`config.mk`:
```
export PLATFORM = sky130hd
export DESIGN_NAME = envelope_generator
export DESIGN_NICKNAME = d
export VERILOG_FILES = /design/src/rtl/envelope_generator.sv
export SDC_FILE = /design/constraint.sdc
export NUM_CORES = 1
export LEC_CHECK = 0
export CAP_MARGIN = 40
export CELL_PAD_IN_SITES_DETAIL_PLACEMENT = 1
export CELL_PAD_IN_SITES_GLOBAL_PLACEMENT = 1
export CORE_MARGIN = 5
export CORE_UTILIZATION = 52
export DETAILED_ROUTE_END_ITERATION = 16
export HOLD_SLACK_MARGIN = 0.1
export MAX_ROUTING_LAYER = met4
export PLACE_DENSITY_LB_ADDON = 0.1
export SYNTH_ARGS = -nofsm -noshare
export SYNTH_HDL_FRONTEND = slang
export SYNTH_SLANG_ARGS = --single-unit
```
`constraint.sdc`:
```
create_clock -name clk_in -period 10.2 [get_ports clk_in]
set_input_delay 1.53 -clock clk_in [delete_from_list [all_inputs] [get_ports clk_in]]
set_output_delay 1.53 -clock clk_in [all_outputs]
set_load 0.01 [all_outputs]
```
`src/rtl/envelope_generator.sv`:
```
// ADSR envelope generator with a two-stage sample scaling pipeline.
// Define ENVELOPE_LEGATO_EN to re-trigger from RELEASE at the current level instead of from zero.
module envelope_generator #(
  parameter int SAMPLE_WIDTH = 24,
  parameter int LEVEL_WIDTH  = 16
) (
  input  logic                    clk_in,
  input  logic                    rst_n_in,
  input  logic                    gate_in,
  input  logic                    env_tick_in,
  input  logic [LEVEL_WIDTH-1:0]  attack_step_in,
  input  logic [LEVEL_WIDTH-1:0]  decay_step_in,
  input  logic [LEVEL_WIDTH-1:0]  sustain_level_in,
  input  logic [LEVEL_WIDTH-1:0]  release_step_in,
  input  logic                    sample_valid_in,
  input  logic [SAMPLE_WIDTH-1:0] sample_in,
  output logic                    sample_valid_out,
  output logic [SAMPLE_WIDTH-1:0] sample_out,
  output logic [LEVEL_WIDTH-1:0]  env_level_out,
  output logic [2:0]              env_state_out,
  output logic                    active_out
);

  typedef enum logic [2:0] {
    ST_IDLE    = 3'd0,
    ST_ATTACK  = 3'd1,
    ST_DECAY   = 3'd2,
    ST_SUSTAIN = 3'd3,
    ST_RELEASE = 3'd4
  } env_state_t;

  localparam logic [LEVEL_WIDTH-1:0] FULL_SCALE = '1;
  localparam int PROD_WIDTH = SAMPLE_WIDTH + LEVEL_WIDTH + 1;

  env_state_t             state;
  logic [LEVEL_WIDTH-1:0] level;
  logic                   gate_q;
  logic                   gate_seen;
  logic                   gate_rise;

  logic [LEVEL_WIDTH:0]   attack_sum;
  logic                   attack_sat;
  logic [LEVEL_WIDTH:0]   decay_diff;
  logic                   decay_hit;
  logic                   release_hit;

  // gate_seen masks the first cycle after reset so a gate held high across reset is not an edge
  assign gate_rise   = gate_seen & gate_in & ~gate_q;

  assign attack_sum  = {1'b0, level} + {1'b0, attack_step_in};
  assign attack_sat  = attack_sum[LEVEL_WIDTH] | (attack_sum[LEVEL_WIDTH-1:0] == FULL_SCALE);
  assign decay_diff  = {1'b0, level} - {1'b0, decay_step_in};
  assign decay_hit   = decay_diff[LEVEL_WIDTH] | (decay_diff[LEVEL_WIDTH-1:0] <= sustain_level_in);
  assign release_hit = (level <= release_step_in);

  always_ff @(posedge clk_in or negedge rst_n_in) begin
    if (!rst_n_in) begin
      state     <= ST_IDLE;
      level     <= '0;
      gate_q    <= 1'b0;
      gate_seen <= 1'b0;
    end else begin
      gate_q    <= gate_in;
      gate_seen <= 1'b1;
      case (state)
        ST_IDLE: begin
          level <= '0;
          if (gate_rise) state <= ST_ATTACK;
        end
        ST_ATTACK: begin
          if (!gate_in) begin
            state <= ST_RELEASE;
          end else if (env_tick_in) begin
            if (attack_sat) begin
              level <= FULL_SCALE;
              state <= ST_DECAY;
            end else begin
              level <= attack_sum[LEVEL_WIDTH-1:0];
            end
          end
        end
        ST_DECAY: begin
          if (!gate_in) begin
            state <= ST_RELEASE;
          end else if (env_tick_in) begin
            if (decay_hit) begin
              level <= sustain_level_in;
              state <= ST_SUSTAIN;
            end else begin
              level <= decay_diff[LEVEL_WIDTH-1:0];
            end
          end
        end
        ST_SUSTAIN: begin
          if (!gate_in) state <= ST_RELEASE;
          else          level <= sustain_level_in;
        end
        ST_RELEASE: begin
          if (gate_rise) begin
            state <= ST_ATTACK;
`ifdef ENVELOPE_LEGATO_EN
            level <= level;
`else
            level <= '0;
`endif
          end else if (env_tick_in) begin
            if (release_hit) begin
              level <= '0;
              state <= ST_IDLE;
            end else begin
              level <= level - release_step_in;
            end
          end
        end
        default: begin
          state <= ST_IDLE;
          level <= '0;
        end
      endcase
    end
  end

  assign env_level_out = level;
  assign env_state_out = state;
  assign active_out    = (state != ST_IDLE);

  logic signed [PROD_WIDTH-1:0] sample_ext;
  logic signed [PROD_WIDTH-1:0] level_ext;
  logic signed [PROD_WIDTH-1:0] product;
  logic signed [PROD_WIDTH-1:0] product_q;
  logic                         stage1_valid;
  logic                         product_unused;

  // The product of a signed sample and a zero-extended level always fits in PROD_WIDTH bits
  assign sample_ext = {{(LEVEL_WIDTH + 1){sample_in[SAMPLE_WIDTH-1]}}, sample_in};
  assign level_ext  = {{SAMPLE_WIDTH{1'b0}}, 1'b0, level};
  assign product    = sample_ext * level_ext;

  assign product_unused = ^{product_q[PROD_WIDTH-1], product_q[LEVEL_WIDTH-1:0]};

  always_ff @(posedge clk_in or negedge rst_n_in) begin
    if (!rst_n_in) begin
      stage1_valid     <= 1'b0;
      product_q        <= '0;
      sample_valid_out <= 1'b0;
      sample_out       <= '0;
    end else begin
      stage1_valid     <= sample_valid_in;
      if (sample_valid_in) product_q <= product;
      sample_valid_out <= stage1_valid;
      if (stage1_valid) sample_out <= product_q[LEVEL_WIDTH +: SAMPLE_WIDTH];
    end
  end

endmodule
```
# Word level (Yosys, flattened, before mapping)
# Cells that the tools add are included.
dict set report word_totals {
  in_bits 93
  output_inout_bits 45
  elab_cells 64
  ff_bits 87
}
dict set report classes {
  n_bitwise 5
  n_eq_ne 18
  mul 1
  muxes 23
  addsub 3
  n_reduce_logical 4
  magnitude_cmp 2
}
# cell n
set op_table {}
lappend op_table {{$mux 16} 10}
lappend op_table {{$pmux 16 s4} 1}
lappend op_table {{$mul 24x17->40} 1}
lappend op_table {{$mux 3} 11}
lappend op_table {{$le 16x16->1} 2}
lappend op_table {{$ne 3x3->1 const B} 6}
lappend op_table {{$add 16x16->17} 1}
lappend op_table {{$sub 16x16->17} 1}
lappend op_table {{$eq 16x16->1 const B} 1}
lappend op_table {{$sub 16x16->16} 1}
lappend op_table {{$pmux 3 s5} 1}
lappend op_table {{$ne 2x2->1 const B} 7}
lappend op_table {{$reduce_and 8->1} 1}
lappend op_table {{$eq 3x2->1 const B} 2}
lappend op_table {{$reduce_and 6->1} 1}
lappend op_table {{$eq 3x1->1 const B} 1}
lappend op_table {{$eq 3x3->1 const B} 1}
lappend op_table {{$logic_not 3->1} 1}
lappend op_table {{$reduce_bool 3->1} 1}
lappend op_table {{$and 1x1->1} 2}
lappend op_table {{$or 1x1->1} 2}
lappend op_table {{$not 1->1} 1}

# Logic depth before layout (Yosys ltp)
# Gate-level depths: netlist of the first run.
dict set report logic_depth {
  ltp_word 7
  depth_mapped 25
  depth_no_buf 24
}

# Least setup slack after synthesis of the first run
# Ideal clock, no wire load.
dict set report synth_timing {
  path_type {input-to-reg}
  startpoint {input sample_in[18]}
  endpoint {register product_q[38]}
  setup_time_ns 0.069
  cell_stages 20
  n_path_buf 1
  required_ns 10.131
  t_arrival_ns 7.043
  setup_slack_ns 3.088
  cell_sequence {clkbuf_1 > nand2_1 > fa_1 > fa_1 > inv_1 > fa_1 > fa_1 > fa_1 > inv_1 > fa_1 > inv_1 > ha_1 > a211oi_1 > o211ai_1 > o2111ai_1 > a21oi_1 > o41ai_4 > o21ai_1 > or4_1 > nand3_1}
}
dict set report synth_via {
  elab_chain_cells 1
}
# item line_no
set synth_rtl {}
lappend synth_rtl {{from (decl)} 16} ;# input logic [SAMPLE_WIDTH-1:0] sample_in,
lappend synth_rtl {{$mul 24x17->40} 137} ;# assign product = sample_ext * level_ext;
lappend synth_rtl {{to (signal assigned)} 149} ;# if (sample_valid_in) product_q <= product;
lappend synth_rtl {{to (decl)} 130} ;# logic signed [PROD_WIDTH-1:0] product_q;
# Every way passes these cells.
# A chain may end at the register's enable or synchronous reset.

# Final worst setup path of the first run
dict set report layout_timing {
  startpoint {input sample_in[9]}
  endpoint {register product_q[37]}
}
# The elaborated chain is that of the path after synthesis.

==> results of run 1 <==
cell type report:
type                       count  area share, %
clock buffer                   9          1.034
clock inverter                 7         0.3563
inverter                     491          8.466
multi-input combinational   1544          71.72
sequential                    71          8.161
tap                          511          2.937
timing repair buffer         159          7.322
through the flow:
| step | hold slack (ps) | cell area (sq um) |
|---|---|---|
| floorplan | 351.9 | 19610 |
| global placement | 489.2 | 21390 |
| detailed placement | 494.3 | 21470 |
| CTS | 509.4 | 21770 |
| global route | 528.4 | 21770 |
| finish | 506.4 | 21770 |
metal layers:
| metal | routed length (microns) | vias up | track usage, % |
|---|---|---|---|
| met1 | 23530 | 8235 | 36.34 |
| li1 | - | 6954 | - |
| met4 | 3238 | 0 | 14.31 |
| met2 | 31340 | 488 | 54.66 |
| met3 | 2846 | 147 | 3.634 |
| met5 | 0 | - | - |
power by group:
group	internal, mW	leakage, nW	switching (mW)	total [mW]
combinational	2.64	9.95	3.52	6.15
clock	0.192	0.147	0.149	0.342
sequential	0.426	0.870	0.122	0.548
flip-flops by register name, summed over array words and instances (netlist names):
register and flops:
stage1_valid 1, env_state_out 3, product_q 24, sample_valid_out 1, gate_q 1, gate_seen 1
sample_out 24, env_level_out 16
kinds of logic (layout without fill, tap and decap cells):
group,after synthesis,after routing,share of synthesized area [%]
AND/OR/NAND/NOR,618,618,15.18
buffers and inverters,575,666,11.32
adder cells (fa/ha/maj),533,533,48.30
AO/OA/AOI/OAI,274,274,10.15
flip-flops,71,71,9.062
XOR/XNOR,63,63,2.853
multiplexers,55,55,3.127
other,1,1,0.01913
worst paths after layout:
check	from	endpoint	slack [ps]	depth (start not counted)
hold / removal	product_q[22]	sample_out[6]	510	1
min in group asynchronous	rst_n_in	sample_out[2]	1000	1
setup reg to reg	env_level_out[5]	product_q[37]	3110	22
max in group asynchronous	rst_n_in	env_level_out[3]	8590	2
setup / recovery	sample_in[9]	product_q[37]	1950	21
hold reg to reg	product_q[22]	sample_out[6]	510	1
cells in the final DEF, fill, tap and decap left out, types with 7 or more instances in the layout:
master,n
inv_1,491
fa_1,373
nand2_1,299
ha_1,160
and2_1,146
clkdlybuf4s50_1,136
dfrtp_1,71
o21ai_0,54
nor2_1,50
mux2_2,49
a21oi_1,47
xnor2_1,43
a21o_1,38
nand3_1,29
o21a_1,20
buf_4,20
xor2_1,19
nor3_1,18
a211oi_1,15
or3_1,13
nand4_1,12
o21ai_1,9
o211ai_1,9
clkbuf_16,9
nor2b_1,8
nand2b_1,7
==> qor.csv, run 1 <==
stage,metric,value,unit
clock_tree,worst skew pair latency,360,ps
place,pre-CTS setup slack,1706,ps
logic_synthesis,syn_nets,2816,
place,Placed Cells,2776,
setup_path,Critical Path AT,8490,ps
logic_synthesis,ys flop type,dfrtp_1,
logic_synthesis,asr flop ratio synth,100.0,%
power_and_ir_drop,total chip power,7.041,mW
setup_path,Crit path largest cell delay,1030,ps
sta,Worst slew margin,41.19,%
layout,FF+latch area,1777,sq um
die,Die Ht,204.2,microns
global_route,largest net degree at the start of global routing,63,
die,Initial Utilization,52.42,%
sta,max-slew violations,0,
logic_synthesis,Yosys top cell by area,fa_1,
setup_path,CP max-delay cell,clkdlybuf4s50_1,
power_and_ir_drop,VDD IR max,0.2711,mV
global_route,gr usage total,31.30,%
sta,Tmin final,8248,ps
logic_synthesis,top post-synthesis cells by area,"fa_1 38%, ha_1 10%, inv_1 9.4%",
drt,first-pass iteration count of the detailed router,5,
setup_path,Critical Path Start Type,input port,
drt,DRT Wirelength,60960,microns
global_route,global-route wire length before repair,98640,microns
drt,vias per std cell,5.668,
outcome,status,completed,
sta,TNS Setup,0,ps
layout,share of post-route cells with drive strength above 1,5.655,%
die,DIE AREA,41690,sq um
clock_tree,CTS Root Cell,clkbuf_16,
layout,n_diodes,0,
drt,Routed Antenna Nets,0,
die,Chip Width,204.2,microns
logic_synthesis,Ys Warns,0,
global_route,initial antenna violation count,0,
clock_tree,clock sink total,71,
layout,fillcell total,4358,
power_and_ir_drop,pwr/cell area,323.4,nW/um^2
clock_tree,PostCTS Resize Cnt,0,
logic_synthesis,Netlist cell types,85,
power_and_ir_drop,leakage power,10.96,nW
clock_tree,# H-tree levels,3,
logic_synthesis,cell with the most instances after synthesis,inv_1,
layout,area of the multi-input gates,15620,sq um
clock_tree,TritonCTS clock tree,done,
sta,Worst Clk Skew,6.168,ps
clock_tree,Post-CTS Hold Buffers,0,
logic_synthesis,Synth top area share,38.09,%
layout,Layout area overhead,11.05,%
drt,drt wl/cell,21.83,microns
drt,DR vias,15820,
setup_path,Worst EP required,10450,ps
sta,Slew @ Worst Pin,882.1,ps
sta,Final Hold Fails,0,
logic_synthesis,"top cells by count, synth","491 x inv_1, 373 x fa_1, 299 x nand2_1",
layout,final cell count without fillers,2792,
die,# IOs,138,
logic_synthesis,post-synthesis cell area,19610,sq um
place,Port Buffer Count,137,
setup_path,CP most frequent cell,fa_1,
die,row count,71,
place,DP HPWL,49230,microns
setup_path,crit-path leading delay family,adder cells,
sta,Peak Freq,121.2,MHz
clock_tree,Num CTS Buffers,9,
run,max-capacitance violation count,0,
logic_synthesis,"FF+latch count, synth",71,
place,Final Wtd Congestion,0.9393,
logic_synthesis,"EDFF count, synth",0,
setup_path,cell chain of the critical path,clkdlybuf4s50_1 -> nand2_1 -> fa_1 -> inv_1 -> fa_1 -> fa_1 -> fa_1 -> fa_1 -> inv_1 -> fa_1 -> inv_1 -> ha_1 -> nand2_1 -> o211ai_1 -> o2111ai_1 -> a211oi_1 -> o211ai_1 -> nand2_1 -> a21oi_1 -> xnor2_1 -> mux2_2,
worst_hold_path,Hold WC Path Type,reg -> reg,
layout,"Core Util, Final",58.21,%
setup_path,critical path type,in -> reg,
setup_path,critical path peak fanout,16,
layout,Final nets,2902,
global_route,vias in the first global route,18570,
logic_synthesis,Synth Instances,2190,
setup_path,"Buf+Inv Stages, Crit Path",4,
logic_synthesis,mean post-synth cell area,8.952,sq um
sta,RSZ-0062 raised after global routing,no,
sta,fin crit share,80.87,%
logic_synthesis,sequential area share after synthesis,9.062,%
setup_path,CP endpoint kind,register,
sta,final setup margin,1952,ps
die,core area,37400,sq um
drt,DRC errors left,0,
clock_tree,post-CTS setup buffers,0,
global_route,"Remaining Overflow, GRT",0,
sta,endpoints failing setup,0,
clock_tree,Clock Path Buffers,2,
clock_tree,clock slew at reported path FFs,70,ps
drt,Iter 0 DRT Violations,764,
No activity file was read; power rests on OpenSTA's default activity.
==> run 2, diff against run 1 <==
Settings changed: CORE_UTILIZATION 52 to 48.
Clock period 10.2 ns to 8.3 ns, I/O delays scaled along.
==> run 2 against run 1 <==
Compared with the run above:
- wire length grew 0.68%
- total power grew 22%
- sequential power grew 28%
- cell count grew 1.9%
- sequential cell count is the same
- first-iteration DRC count grew 6.7%
- clock power grew 38%
- utilization shrank 3.8 points
- worst hold slack lost 2.9 ps
==> qor.csv, run 2 (same netlist as run 1, synthesis figures left out) <==
stage,metric,value,unit,change
sta,Slew @ Worst Pin,888.0,ps,+5.901 ps
sta,RSZ-0062 raised after global routing,no,,
drt,vias per std cell,5.534,,-2.4%
sta,Worst Clk Skew,17.00,ps,+10.83 ps
clock_tree,Post-CTS Hold Buffers,0,,unchanged
clock_tree,Clock Path Buffers,2,,unchanged
setup_path,R2R setup slack,1360,ps,-1750 ps
sta,Peak Freq,128.6,MHz,
place,Placed Cells,2826,,+1.8%
setup_path,Worst EP required,8540,ps,-1910 ps
layout,most frequent cells in the layout,"491 x inv_1, 373 x fa_1, 299 x nand2_1",,
layout,Layout area overhead,12.76,%,
clock_tree,worst skew pair latency,370,ps,about the same
layout,final cell count without fillers,2844,,+1.9%
setup_path,r2r endpoint,product_q[34],,
setup_path,critical path peak fanout,13,,-3
outcome,status,completed,,
clock_tree,clock sink total,71,,unchanged
place,pre-CTS setup slack,185.3,ps,-1521 ps
clock_tree,clock slew at reported path FFs,60,ps,about the same
sta,TNS Setup,0,ps,unchanged
setup_path,CP endpoint kind,register,,
global_route,initial antenna violation count,2,,+2
drt,DR vias,15740,,-0.54%
sta,Final Hold Fails,0,,unchanged
sta,final setup margin,523.4,ps,-1428 ps
clock_tree,# H-tree levels,3,,unchanged
place,Final Wtd Congestion,0.9478,,+0.90%
run,max-capacitance violation count,0,,unchanged
sta,Tmin final,7777,ps,
die,# IOs,138,,unchanged
drt,DRT Wirelength,61370,microns,+0.68%
sta,max-slew violations,0,,unchanged
clock_tree,CTS Root Cell,clkbuf_16,,
setup_path,Setup crit end,product_q[34],,
global_route,vias in the first global route,18410,,-0.89%
global_route,"Remaining Overflow, GRT",0,,unchanged
setup_path,Critical Path Start Type,input port,,
drt,first-pass iteration count of the detailed router,6,,+1
sta,Worst slew margin,40.80,%,-0.39 points
place,Port Buffer Count,137,,unchanged
power_and_ir_drop,pwr/cell area,389.5,nW/um^2,+20%
drt,drt wl/cell,21.58,microns,-1.2%
layout,"commonest non-fill, non-tap cell in the layout",inv_1,,
die,row count,74,,+4.2%
global_route,gr usage total,29.52,%,-1.8 points
clock_tree,post-CTS setup buffers,0,,unchanged
global_route,largest net degree at the start of global routing,63,,unchanged
die,Initial Utilization,48.23,%,-4.2 points
clock_tree,Num CTS Buffers,9,,unchanged
worst_hold_path,Hold WC Path Type,reg -> reg,,
setup_path,start point of the critical path,sample_in[9],,
die,core area,40650,sq um,+8.7%
die,Chip Width,212.1,microns,+3.9%
drt,Routed Antenna Nets,0,,unchanged
sta,fin crit share,93.69,%,
sta,endpoints failing setup,0,,unchanged
setup_path,critical path type,in -> reg,,
layout,Final nets,2932,,+1.0%
clock_tree,TritonCTS clock tree,done,,
power_and_ir_drop,leakage power,11.14,nW,+1.6%
power_and_ir_drop,VDD IR max,0.3526,mV,+30%
setup_path,R2R depth,21,,-4.5%
die,DIE AREA,44990,sq um,+7.9%
setup_path,reg2reg start,env_level_out[4],,
die,Die Ht,212.1,microns,+3.9%
power_and_ir_drop,total chip power,8.612,mW,+22%
place,DP HPWL,50790,microns,+3.2%
drt,Iter 0 DRT Violations,815,,+6.7%
sta,Hold WS,503.5,ps,-2.933 ps
layout,share of post-route cells with drive strength above 1,7.010,%,+1.4 points
drt,DRC errors left,0,,unchanged
setup_path,Critical Path AT,8020,ps,-470 ps
global_route,global-route wire length before repair,99500,microns,+0.87%
layout,fillcell total,4741,,+8.8%
clock_tree,PostCTS Resize Cnt,0,,unchanged
[run 2: area by class of cell]
cell class              count  area (sq um)  area share [%]
diodes                      1         2.502         0.01132
inverters                 491          1843           8.337
multi-input cells        1544         15620           70.63
clock buffers               9         225.2           1.019
repair buffers            189          1854           8.388
clock inverters             7         121.4          0.5490
well taps                 532         665.6           3.011
flip-flops and latches     71          1780           8.054
[run 2: worst max-delay path, cell delays in order]
cell	delay (ps)
clkdlybuf4s50_1	950
nand2_1	160
fa_1	520
fa_1	480
fa_1	570
inv_1	70
fa_1	500
fa_1	500
inv_1	60
fa_1	470
inv_1	40
ha_1	310
nand4_1	90
nor4b_1	370
nand3_1	240
a21oi_1	480
o41ai_4	150
o21ai_1	320
nor2_1	90
xnor2_1	130
mux2_2	260
[run 2: worst min-delay path by stage]
stage / from / to / slack (ps) / depth (start not counted)
floorplan: stage1_valid / sample_valid_out / 350 / 0
global placement: product_q[30] / sample_out[14] / 490 / 1
detailed placement: product_q[23] / product_q[23] / 490 / 1
CTS: product_q[23] / product_q[23] / 510 / 1
global route: product_q[27] / product_q[27] / 520 / 1
finish: product_q[23] / product_q[23] / 500 / 1
[run 2: metal layers]
metal	part of all wire (%)	global-route usage, %	wire [microns]
met5	0	-	0
met1	39	34.18	23720
met2	52	51.66	31630
met4	4.9	12.02	3027
met3	4.9	4.338	2990
[run 2: power breakdown]
part / internal, mW / total (mW) / leakage [nW] / switching (mW)
combinational: 3.22 / 7.44 / 10.1 / 4.21
clock: 0.295 / 0.472 / 0.170 / 0.177
sequential: 0.524 / 0.702 / 0.866 / 0.179
total: 4.04 / 8.61 / 11.1 / 4.57
[run 2: metrics by stage]
stage / util [%] / area (sq um)
after detailed placement: 53.46 / 21730
final: 54.39 / 22110
after CTS: 54.32 / 22080
after floorplan: - / 19610
after global placement: 53.19 / 21620
after global routing: 54.39 / 22110
==> run 3, diff against run 2 <==
--- a/config.mk
+++ b/config.mk
@@ -16,2 +16,3 @@
 export PLACE_DENSITY_LB_ADDON = 0.1
+export SLEW_MARGIN = 25
 export SYNTH_ARGS = -nofsm -noshare
--- a/constraint.sdc
+++ b/constraint.sdc
@@ -3,2 +3,2 @@
 set_output_delay 1.245 -clock clk_in [all_outputs]
-set_load 0.01 [all_outputs]
+set_load 0.02 [all_outputs]
==> run 3 against run 2 <==
Compared with the run above:
- critical path depth unchanged
- worst hold slack better by 2.4 ps
- wire length down 0.44%
- non-clock buffer count up 2
- sequential share of layout area about the same
- setup slack better by 35 ps
- count of clock-buffer cells in the layout unchanged
- global-route usage down 0.27 points
- critical path type unchanged
- largest cell class unchanged
==> qor.csv, run 3 (same netlist as run 1, synthesis figures left out) <==
stage,metric,value,unit,change
global_route,vias in the first global route,18390,,-0.092%
power_and_ir_drop,leakage power,11.14,nW,about the same
clock_tree,worst skew pair latency,380,ps,about the same
drt,first-pass iteration count of the detailed router,6,,unchanged
layout,most frequent cells in the layout,"491 x inv_1, 373 x fa_1, 299 x nand2_1",,
drt,Max Used Layer,met4,,
sta,RSZ-0062 raised after global routing,no,,
run,max-capacitance violation count,0,,unchanged
drt,Iter 0 DRT Violations,971,,+19%
drt,Routed Antenna Nets,0,,unchanged
clock_tree,clock sink total,71,,unchanged
place,Final Wtd Congestion,0.9478,,unchanged
drt,DR vias,15700,,-0.26%
die,Die Ht,212.1,microns,unchanged
setup_path,critical path peak fanout,13,,unchanged
place,Port Buffer Count,137,,unchanged
layout,Layout area overhead,12.73,%,about the same
outcome,status,completed,,
drt,metal3 WL,2959,microns,-1.0%
die,DIE AREA,44990,sq um,unchanged
clock_tree,clock slew at reported path FFs,60,ps,about the same
sta,Worst slew margin,43.53,%,+2.7 points
sta,fin crit share,93.27,%,-0.42 points
layout,"commonest non-fill, non-tap cell in the layout",inv_1,,
worst_hold_path,Hold WC Path Type,reg -> reg,,
clock_tree,Clock Path Buffers,2,,unchanged
die,# IOs,138,,unchanged
global_route,largest net degree at the start of global routing,49,,-22%
place,pre-CTS setup slack,210.0,ps,+24.74 ps
drt,DRC errors left,0,,unchanged
global_route,initial antenna violation count,3,,+1
sta,endpoints failing setup,0,,unchanged
layout,area of the multi-input gates,15620,sq um,unchanged
sta,Peak Freq,129.2,MHz,+0.45%
sta,Final Hold Fails,0,,unchanged
clock_tree,Post-CTS Hold Buffers,0,,unchanged
setup_path,R2R depth,21,,unchanged
drt,drt wl/cell,21.46,microns,-0.54%
clock_tree,post-CTS setup buffers,0,,unchanged
sta,final setup margin,558.7,ps,+35.27 ps
clock_tree,CTS Root Cell,clkbuf_16,,
setup_path,critical path type,in -> reg,,
layout,final cell count without fillers,2847,,+0.11%
setup_path,R2R setup slack,1340,ps,-20 ps
setup_path,reg2reg start,env_level_out[4],,
drt,DR WL met2,31540,microns,-0.28%
die,row count,74,,unchanged
setup_path,r2r endpoint,product_q[34],,
drt,vias per std cell,5.514,,-0.37%
die,Initial Utilization,48.23,%,unchanged
setup_path,Critical Path AT,7980,ps,-40 ps
die,Chip Width,212.1,microns,unchanged
worst_hold_path,HP Start,sample_out[7],,
clock_tree,TritonCTS clock tree,done,,
clock_tree,# H-tree levels,3,,unchanged
power_and_ir_drop,VDD IR max,0.3847,mV,+9.1%
sta,Tmin final,7741,ps,-35.27 ps
place,DP HPWL,50510,microns,-0.54%
global_route,gr usage total,29.25,%,-0.27 points
power_and_ir_drop,pwr/cell area,390.1,nW/um^2,+0.15%
place,Placed Cells,2826,,unchanged
sta,Slew @ Worst Pin,847.1,ps,-40.91 ps
layout,Final nets,2934,,+0.068%
worst_hold_path,hold depth,1,,unchanged
clock_tree,Num CTS Buffers,9,,unchanged
sta,Worst Clk Skew,21.74,ps,+4.744 ps
setup_path,CP endpoint kind,register,,
global_route,"Remaining Overflow, GRT",0,,unchanged
global_route,global-route wire length before repair,98660,microns,-0.85%
setup_path,Worst EP required,8540,ps,about the same
worst_hold_path,Hold EP,sample_out[7],,
sta,max-slew violations,0,,unchanged
setup_path,Critical Path Start Type,input port,,
sta,TNS Setup,0,ps,unchanged
drt,DRT Wirelength,61100,microns,-0.44%
layout,FF+latch area,1780,sq um,unchanged
die,core area,40650,sq um,unchanged
layout,share of post-route cells with drive strength above 1,7.090,%,+0.080 points
drt,met1 wire length,24020,microns,+1.2%
clock_tree,PostCTS Resize Cnt,0,,unchanged
layout,fillcell total,4748,,+0.15%
-- run 3: changes by cell type in the layout (fill, tap and decap cells not counted) --
cell,previous run,this run
buf_16,4,2
buf_4,47,48
buf_6,0,2
buf_8,2,3
diode_2,1,2
-- run 3: metal layers --
metal | up-vias | track usage, %
li1 | 7010 | -
met1 | 8169 | 34.00
met2 | 391 | 51.41
met3 | 128 | 4.294
met4 | 0 | 11.15
met5 | - | -
-- run 3: layout make-up --
type | instances | area share (%)
timing repair buffer | 191 | 8.345
antenna | 2 | 0.02265
clock buffer | 9 | 1.019
inverter | 491 | 8.339
tap | 532 | 3.012
sequential | 71 | 8.056
clock inverter | 7 | 0.5492
multi-input combinational | 1544 | 70.66
-- run 3: worst max-delay path by stage --
stage	slack [ps]	to	from	depth (start not counted)
after floorplan	1470	product_q[38]	sample_in[18]	20
after global placement	410	product_q[38]	sample_in[9]	20
after detailed placement	210	product_q[34]	sample_in[9]	21
after CTS	530	product_q[34]	sample_in[9]	21
final	560	product_q[34]	sample_in[9]	21
after global routing	220	product_q[34]	sample_in[9]	21
-- run 3: per-stage QoR --
stage	util, %	area (sq um)	hold WS, ps	total power, mW
6_report	54.37	22100	505.9	8.622
4_1_cts	54.28	22060	509.6	8.735
3_3_place_gp	53.19	21620	487.6	7.828
3_5_place_dp	53.43	21720	496.4	8.181
2_1_floorplan	-	19610	351.9	6.063
5_1_grt	54.37	22100	522.5	9.676
-- run 3: critical path: stages --
cell             delay (ps)
clkdlybuf4s50_1         950
nand2_1                 160
fa_1                    520
fa_1                    480
fa_1                    580
inv_1                    70
fa_1                    490
fa_1                    500
inv_1                    60
fa_1                    470
inv_1                    40
ha_1                    310
nand4_1                  80
nor4b_1                 370
nand3_1                 210
a21oi_1                 470
o41ai_4                 150
o21ai_1                 330
nor2_1                   90
xnor2_1                 130
mux2_2                  260
-- run 3: where the power goes --
group / switching (mW) / total (mW) / internal, mW
logic: 4.24 / 7.45 / 3.22
registers: 0.172 / 0.696 / 0.524
clock network: 0.176 / 0.471 / 0.295
total: 4.58 / 8.62 / 4.04
